--- src/rtl/serial_add_pkg.sv ---
// Shared types for the bit-serial adder sequencer.
// State encoding and the full-adder cell's worst-case path delay.
package serial_add_pkg;

    typedef enum logic [1:0] {
        IDLE,
        RUN,
        DONE
    } sa_state_t;

    localparam int FA_PATH_PS = 150;

endpackage

--- src/rtl/serial_add_ctrl_fa.sv ---
// Team full-adder cell: one bit of sum and carry.
// Shared by the serial sequencer for every operand bit.
module fa (
    input  logic a_i,
    input  logic b_i,
    input  logic ci_i,
    output logic s_o,
    output logic co_o
);

    logic p;

    assign p    = a_i ^ b_i;
    assign s_o  = p ^ ci_i;
    assign co_o = (a_i & b_i) | (ci_i & p);

endmodule

--- src/rtl/serial_add_ctrl.sv ---
// Bit-serial adder sequencer: operands are shifted LSB-first through
// one fa cell; the result is published only once all bits are done.
module serial_add_ctrl
    import serial_add_pkg::*;
#(
    parameter  int WIDTH = 8,
    localparam int CNT_W = $clog2(WIDTH)
) (
    input  logic             clk,
    input  logic             reset,
    input  logic             in_valid,
    output logic             in_ready,
    input  logic [WIDTH-1:0] a,
    input  logic [WIDTH-1:0] b,
    input  logic             cin,
    output logic             out_valid,
    input  logic             out_ready,
    output logic [WIDTH-1:0] sum,
    output logic             cout,
    output logic             ovf,
    output logic             busy
);

    localparam logic [CNT_W-1:0] LAST = CNT_W'(WIDTH - 1);

    sa_state_t        state_q, state_d;
    logic [WIDTH-1:0] a_sh_q, a_sh_d;
    logic [WIDTH-1:0] b_sh_q, b_sh_d;
    logic [WIDTH-1:0] sum_sh_q, sum_sh_d;
    logic [WIDTH-1:0] sum_q, sum_d;
    logic [CNT_W-1:0] cnt_q, cnt_d;
    logic             carry_q, carry_d;
    logic             cout_q, cout_d;
    logic             ovf_q, ovf_d;
    logic             fa_s, fa_co;

    fa u_fa (
        .a_i  (a_sh_q[0]),
        .b_i  (b_sh_q[0]),
        .ci_i (carry_q),
        .s_o  (fa_s),
        .co_o (fa_co)
    );

    always_comb begin
        state_d  = state_q;
        a_sh_d   = a_sh_q;
        b_sh_d   = b_sh_q;
        sum_sh_d = sum_sh_q;
        sum_d    = sum_q;
        cnt_d    = cnt_q;
        carry_d  = carry_q;
        cout_d   = cout_q;
        ovf_d    = ovf_q;
        case (state_q)
            IDLE: begin
                if (in_valid) begin
                    a_sh_d   = a;
                    b_sh_d   = b;
                    carry_d  = cin;
                    cnt_d    = '0;
                    sum_sh_d = '0;
                    state_d  = RUN;
                end
            end
            RUN: begin
                sum_sh_d = {fa_s, sum_sh_q[WIDTH-1:1]};
                a_sh_d   = a_sh_q >> 1;
                b_sh_d   = b_sh_q >> 1;
                carry_d  = fa_co;
                // carry_q here is the carry into the MSB
                if (cnt_q == LAST) begin
                    sum_d   = sum_sh_d;
                    cout_d  = fa_co;
                    ovf_d   = carry_q ^ fa_co;
                    state_d = DONE;
                end else begin
                    cnt_d = cnt_q + 1'b1;
                end
            end
            DONE: begin
                if (out_ready) begin
                    state_d = IDLE;
                end
            end
            default: begin
                state_d = IDLE;
            end
        endcase
    end

    always_ff @(posedge clk) begin
        if (reset) begin
            state_q  <= IDLE;
            a_sh_q   <= '0;
            b_sh_q   <= '0;
            sum_sh_q <= '0;
            sum_q    <= '0;
            cnt_q    <= '0;
            carry_q  <= 1'b0;
            cout_q   <= 1'b0;
            ovf_q    <= 1'b0;
        end else begin
            state_q  <= state_d;
            a_sh_q   <= a_sh_d;
            b_sh_q   <= b_sh_d;
            sum_sh_q <= sum_sh_d;
            sum_q    <= sum_d;
            cnt_q    <= cnt_d;
            carry_q  <= carry_d;
            cout_q   <= cout_d;
            ovf_q    <= ovf_d;
        end
    end

    assign in_ready  = (state_q == IDLE);
    assign out_valid = (state_q == DONE);
    assign busy      = (state_q != IDLE);
    assign sum       = sum_q;
    assign cout      = cout_q;
    assign ovf       = ovf_q;

endmodule

--- config.mk ---
export PLATFORM = sky130hd
export DESIGN_NAME = serial_add_ctrl
export DESIGN_NICKNAME = d
export VERILOG_FILES = /design/src/rtl/serial_add_pkg.sv /design/src/rtl/serial_add_ctrl_fa.sv /design/src/rtl/serial_add_ctrl.sv
export SDC_FILE = /design/constraint.sdc
export NUM_CORES = 1
export LEC_CHECK = 0
export ABC_AREA = 1
export BUFFER_PORTS_ARGS = -buffer_cell sky130_fd_sc_hd__buf_2
export CORE_MARGIN = 1
export CORE_UTILIZATION = 58
export CTS_CLUSTER_DIAMETER = 80
export DETAILED_ROUTE_END_ITERATION = 8
export MAX_ROUTING_LAYER = met4
export PLACE_DENSITY = 0.88
export RECOVER_POWER = 50
export SLEW_MARGIN = 20
export SYNTH_ARGS = -nofsm -noshare
export SYNTH_HDL_FRONTEND = slang
export SYNTH_SLANG_ARGS = --single-unit
--- constraint.sdc ---
create_clock -name clk -period 2.9 [get_ports clk]
set_input_delay 0.29 -clock clk [delete_from_list [all_inputs] [get_ports clk]]
set_output_delay 0.29 -clock clk [all_outputs]
set_load 0.05 [all_outputs]
==> results_dict.tcl, run 1 <==
set metrics [dict create \
    ys_warn_count 0 \
    hold_path_depth 4 \
    synth_top_family_by_area "simple AND/OR/NAND/NOR gates" \
    power_uw 990 \
    seq_power_share_pct 57.7 \
    hold_buffers 0 \
    grt_pass1_wl_mm 5.98 \
    num_vias 1587 \
    endpoint_kind "flop" \
    finalCritPeriodShare_pct 74.1 \
    die_x_um 56.8 \
    worstRegToRegCells 5 \
    relSlewSlack_pct -3.98 \
    die_h_um 56.8 \
    total_switching_power_uw 270 \
    htreeDepth 2 \
    pwr-share-clk_pct 28.4 \
    grt_max_degree 40 \
    dpl.hpwl_mm 2.32 \
    rsz0062_at_grt "no" \
    multiInputGateArea_sq_um 783 \
    grt_pass1_vias 1519 \
    dp_slack_ps 1000 \
    max_freq_mhz 465 \
    viasPerCell 5.07 \
    synthMuxAreaShare_pct 0 \
    cp.arrival_ps 2390 \
    setup_violations 0 \
    hold_end "state_q[1]" \
    worstReg2RegStart "state_q[0]" \
    syn_to_final_growth_pct 9.49 \
    yosys.area_share.adder_pct 2.59 \
    ys_seq_area_share_pct 44.9 \
    setup.worst_path.start_class "flop" \
    cp_max_fo 39 \
    start_util_pct 62.0 \
    path_class "flop to flop" \
    synth_fp_nets 277 \
    synth-compound-area-share_pct 11.3 \
    synth_xor_area_share_pct 0.503 \
    timing.hold.ws_ps 196 \
    p_per_area_mw_per_mm2 520 \
    path_clk_slew_ps 110 \
    cp_data_required_time_ps 3140 \
    maxSlewViolCount 40 \
    path_cells "o21ai_0 > clkbuf_1 > nand2_1 > nand2_1 > nor2_1" \
    antenna_found_initial 0 \
    cts_tree "yes" \
    hp-start "out_ready" \
    fill_cells 270 \
    tightestPinTransition_ps 1560 \
    crit_top_cell "nand2_1" \
    drc 6 \
    clkSinkCount 39 \
    reg2reg_to "a_sh_q[6]" \
    portBuffers 33 \
    hold_violations 0 \
    placementRows 19 \
    die_area_sq_mm 0.00322 \
    synthSimpleGateAreaFrac_pct 30.8 \
    ys_seq_elements 39 \
    antenna_left 0 \
    drive_above_1_share_pct 12.1 \
    diodes 0 \
    failed_checks "design-rule violations, max-capacitance violations, max-slew violations" \
    crit_path_top_delay_cell "clkbuf_1" \
    r2r_slack_ps 750 \
    seqCellArea_sq_um 781 \
    post_cts_resized 0 \
    wire_per_inst_um 11.0 \
    fin_skew_ps 4.62 \
    clk_latency_ps 340 \
    grt_usage_pct 24.7 \
    syn_area_per_cell_sq_um 6.88 \
    placed_cell_area_sq_mm 0.00187 \
    nets 306 \
    drt_iter0_markers 92 \
    syn_inst 253 \
    cellInternalPower_uw 721 \
    syn_area_sq_mm 0.00174 \
    cts-root-buf "clkbuf_4" \
    cp_top_family "buffers and inverters" \
    setup_ws_ps 750 \
    period_needed_ps 2150 \
    finalWeightedCongestion 0.799 \
    path_buf_inv 1 \
    first_pass_iters 6 \
    stdcell_area_sq_mm 0.00191 \
    vdd.ir_drop.worst_v 0.000442 \
    leakagePower_nw 0.894 \
    swShare_pct 27.2 \
    combPwrFrac_pct 14.0 \
    outcome "finished with violations" \
    ys_types 20 \
    grt_overflow 0 \
    tns_ps 0 \
    ios 34 \
    post_cts_buffers 0 \
    critPathLaunch "state_q[0]" \
    max_stage_delay_ps 1150 \
    maxCapViolCount 1 \
    cts_made_buffers 5 \
    coreArea_sq_mm 0.00281 \
    cts.path.max_buffers 2 \
    routed_wl_mm 3.43 \
    hp-class "input port to flop" \
]
==> final cells by class <==
cell class | count | share of cell area (%)
Tap cell | 31 | 2.04
Sequential cell | 39 | 41.0
Timing Repair Buffer | 34 | 8.21
Clock inverter | 1 | 0.263
Clock buffer | 6 | 2.69
Multi-Input combinational cell | 178 | 41.1
Inverter | 24 | 4.73
==> worst min-delay path, stage by stage <==
cell and delay, ps:
buf_2 70, inv_1 30, nand2_1 50, a21oi_1 50
==> metrics by stage <==
stage,instances,util [%]
after floorplan,253,-
final,313,67.9
after global placement,306,66.6
after CTS,313,68.6
after global routing,313,67.9
after detailed placement,306,66.6
==> registers in the layout, indices dropped and copies added, names as in the netlist <==
register  flops
cout          1
carry_q       1
sum           8
cnt_q         3
ovf           1
sum_sh_q      7
state_q       2
a_sh_q        8
b_sh_q        8
==> power groups by stage <==
stage / Clock, mW / Combinational (mW) / Sequential (mW)
6_report: 0.281 / 0.138 / 0.571
5_1_grt: 0.309 / 0.159 / 0.574
4_1_cts: 0.285 / 0.138 / 0.571
3_5_place_dp: 0 / 0.137 / 0.584
3_3_place_gp: 0 / 0.133 / 0.583
2_1_floorplan: 0 / 0.112 / 0.581
==> cell usage after synthesis, drive strengths merged <==
cell type	number	area, sq um
clkbuf	4	15.0
a21oi	21	105
nand2	93	352
nor2	41	170
dfxtp	39	781
ha	2	25.0
inv	23	86.3
xor2	1	8.76
fa	1	20.0
o21ai	16	91.3
clkinv	1	3.75
nand3	3	15.0
buf	8	67.6
==> cell families (layout without fill, tap and decap cells) <==
logic type / Yosys count / in the layout
AOI/OAI and AO/OA: 37 / 37
xor gates and xnor gates: 1 / 1
adders and majority gates: 3 / 3
buffers and inverters: 36 / 65
DFF: 39 / 39
and+or+nand+nor: 137 / 137
==> layout by cell type, fill, tap and decap left out, types with 2 or more instances in the layout <==
master     n
dfxtp_1   39
clkbuf_4   5
nand3_1    3
o21ai_1    5
o21ai_0    9
buf_2     23
a21oi_1   21
clkbuf_1  11
nor2_1    40
inv_1     23
ha_1       2
nand2_1   92
o21ai_2    2
==> metal layers <==
| layer | global-route usage [%] | up-vias | part of all wire (%) |
|---|---|---|---|
| li1 | - | 827 | - |
| met5 | - | - | 0 |
| met3 | 6.45 | 4 | 6.0 |
| met4 | 11.1 | 0 | 1.3 |
| met2 | 40.1 | 54 | 48 |
| met1 | 28.7 | 702 | 45 |
==> how the worst max path moves through the flow <==
stage | endpoint | slack [ps] | depth (start not counted)
3_3_place_gp | ovf | 1090 | 5
3_5_place_dp | sum[0] | 1000 | 5
5_1_grt | a_sh_q[6] | 490 | 6
6_report | a_sh_q[6] | 750 | 5
2_1_floorplan | busy | 1040 | 2
4_1_cts | sum[1] | 980 | 6
Power figures use the tool's default switching activity.
==> inputs of run 2 (changes only) <==
--- a/config.mk
+++ b/config.mk
@@ -8,11 +8,11 @@
 export ABC_AREA = 1
 export BUFFER_PORTS_ARGS = -buffer_cell sky130_fd_sc_hd__buf_2
 export CORE_MARGIN = 1
-export CORE_UTILIZATION = 58
+export CORE_UTILIZATION = 54
 export CTS_CLUSTER_DIAMETER = 80
 export DETAILED_ROUTE_END_ITERATION = 8
 export MAX_ROUTING_LAYER = met4
-export PLACE_DENSITY = 0.88
+export PLACE_DENSITY = 0.83
 export RECOVER_POWER = 50
 export SLEW_MARGIN = 20
 export SYNTH_ARGS = -nofsm -noshare
==> constraint.sdc (replaced) <==
create_clock -name clk -period 2.01 [get_ports clk]
set_input_delay 0.201 -clock clk [delete_from_list [all_inputs] [get_ports clk]]
set_output_delay 0.201 -clock clk [all_outputs]
set_load 0.05 [all_outputs]
==> run 2 against run 1 <==
  * The flow now finishes without violations
  * Critical path depth stayed put
  * Final area rose by 2.1%
  * Combinational power increased by 50%
  * Final cell count grew 4.8%
  * Largest power group unchanged
  * Wire length decreased by 3.7%
  * Largest cell class unchanged
  * Clock-buffer cell count is the same
==> results_dict.tcl, run 2 (synthesized netlist as in run 1, its figures left out) <==
set metrics [dict create \
    outcome "finished clean" \
    antenna_found_initial 0 \
    tns_ps 0 \
    start_util_pct 57.0 \
    cts_made_buffers 5 \
    fin_skew_ps 7.90 \
    diodes 0 \
    syn_to_final_growth_pct 11.8 \
    path_clk_slew_ps 110 \
    grt_overflow 0 \
    htreeDepth 2 \
    fill_cells 309 \
    vdd.ir_drop.worst_v 0.000425 \
    post_cts_resized 0 \
    first_pass_iters 4 \
    finalCritPeriodShare_pct 75.2 \
    hold_buffers 0 \
    cp_max_fo 32 \
    cts-root-buf "clkbuf_4" \
    die_x_um 58.8 \
    die_h_um 58.8 \
    finalWeightedCongestion 0.802 \
    cp_data_required_time_ps 2250 \
    endpoint_kind "flop" \
    viasPerCell 4.73 \
    cts_tree "yes" \
    tightestPinTransition_ps 707 \
    maxCapViolCount 0 \
    p_per_area_mw_per_mm2 712 \
    grt_pass1_vias 1414 \
    coreArea_sq_mm 0.00305 \
    grt_max_degree 33 \
    final_common_cell "nand2_1" \
    stdcell_area_sq_mm 0.00195 \
    setup_violations 0 \
    portBuffers 33 \
    setup.worst_path.start_class "flop" \
    cts.path.max_buffers 2 \
    relSlewSlack_pct 52.6 \
    maxSlewViolCount 0 \
    hold_violations 0 \
    final_core_util_pct 63.7 \
    drc 0 \
    period_needed_ps 1510 \
    grt_usage_pct 22.7 \
    drt_iter0_markers 53 \
    ios 34 \
    wire_per_inst_um 10.1 \
    routed_wl_mm 3.31 \
    num_vias 1552 \
    antenna_left 0 \
    dpl.hpwl_mm 2.34 \
    leakagePower_nw 0.906 \
    max_freq_mhz 661 \
    grt_pass1_wl_mm 5.78 \
    placementRows 20 \
    nets 309 \
    final_cell_mix "92 x nand2_1, 40 x nor2_1, 39 x dfxtp_1" \
    hp-class "input port to flop" \
    path_class "flop to flop" \
    clkSinkCount 39 \
    clk_latency_ps 340 \
    die_area_sq_mm 0.00345 \
    post_cts_buffers 0 \
    cp.arrival_ps 1750 \
    drive_above_1_share_pct 12.7 \
    rsz0062_at_grt "no" \
    placed_cell_area_sq_mm 0.00192 \
]
-- run 2: cell count changes in the layout (fill, tap and decap cells not counted) --
cell	change
clkinv_2	-1
buf_4	+3
o21ai_0	-1
o21ai_1	+1
buf_12	+1
clkbuf_8	-1
-- run 2: routing by layer --
metal / routed length (um) / track usage (%)
met3: 93 / 4.62
met2: 1570 / 38.1
met1: 1590 / 26.4
met4: 54 / 9.18
met5: 0 / -
-- run 2: where the power goes --
group | switching, mW | internal [mW] | total [mW] | leakage [nW]
combinational | 0.129 | 0.0779 | 0.207 | 0.563
sequential | 0.0168 | 0.807 | 0.824 | 0.319
clock | 0.229 | 0.125 | 0.354 | 0.0242
total | 0.376 | 1.01 | 1.39 | 0.906
-- run 2: area by class of cell --
cell class,count,area (sq um),share of cell area [%]
Clock buffer,6,41.3,2.12
Inverter,24,90.1,4.63
Multi-Input combinational cell,178,783,40.3
Sequential cell,39,781,40.1
Tap cell,44,55.1,2.83
Timing Repair Buffer,37,195,10.0
-- run 2: worst max-delay path: stages (launching register included) --
cell and delay [ps]:
dfxtp_1 370, o21ai_1 590, buf_12 260, nand2_1 70
nand2_1 50, nor2_1 60
-- run 2: final timing paths --
path | from | end | slack [ps] | cells past startpoint
setup / recovery | state_q[0] | b_sh_q[0] | 500 | 5
hold / removal | b[7] | b_sh_q[7] | 110 | 3
setup reg to reg | state_q[0] | b_sh_q[0] | 500 | 5
hold reg to reg | sum[4] | sum[4] | 470 | 2
-- run 2: stage by stage --
step	setup slack (ps)	power, mW	hold WS, ps	instances
6_report	498	1.39	105	328
5_1_grt	388	1.47	88.7	328
4_1_cts	528	1.40	92.1	328
3_5_place_dp	576	1.05	452	322
3_3_place_gp	647	1.05	445	322
2_1_floorplan	240	1.00	270	253
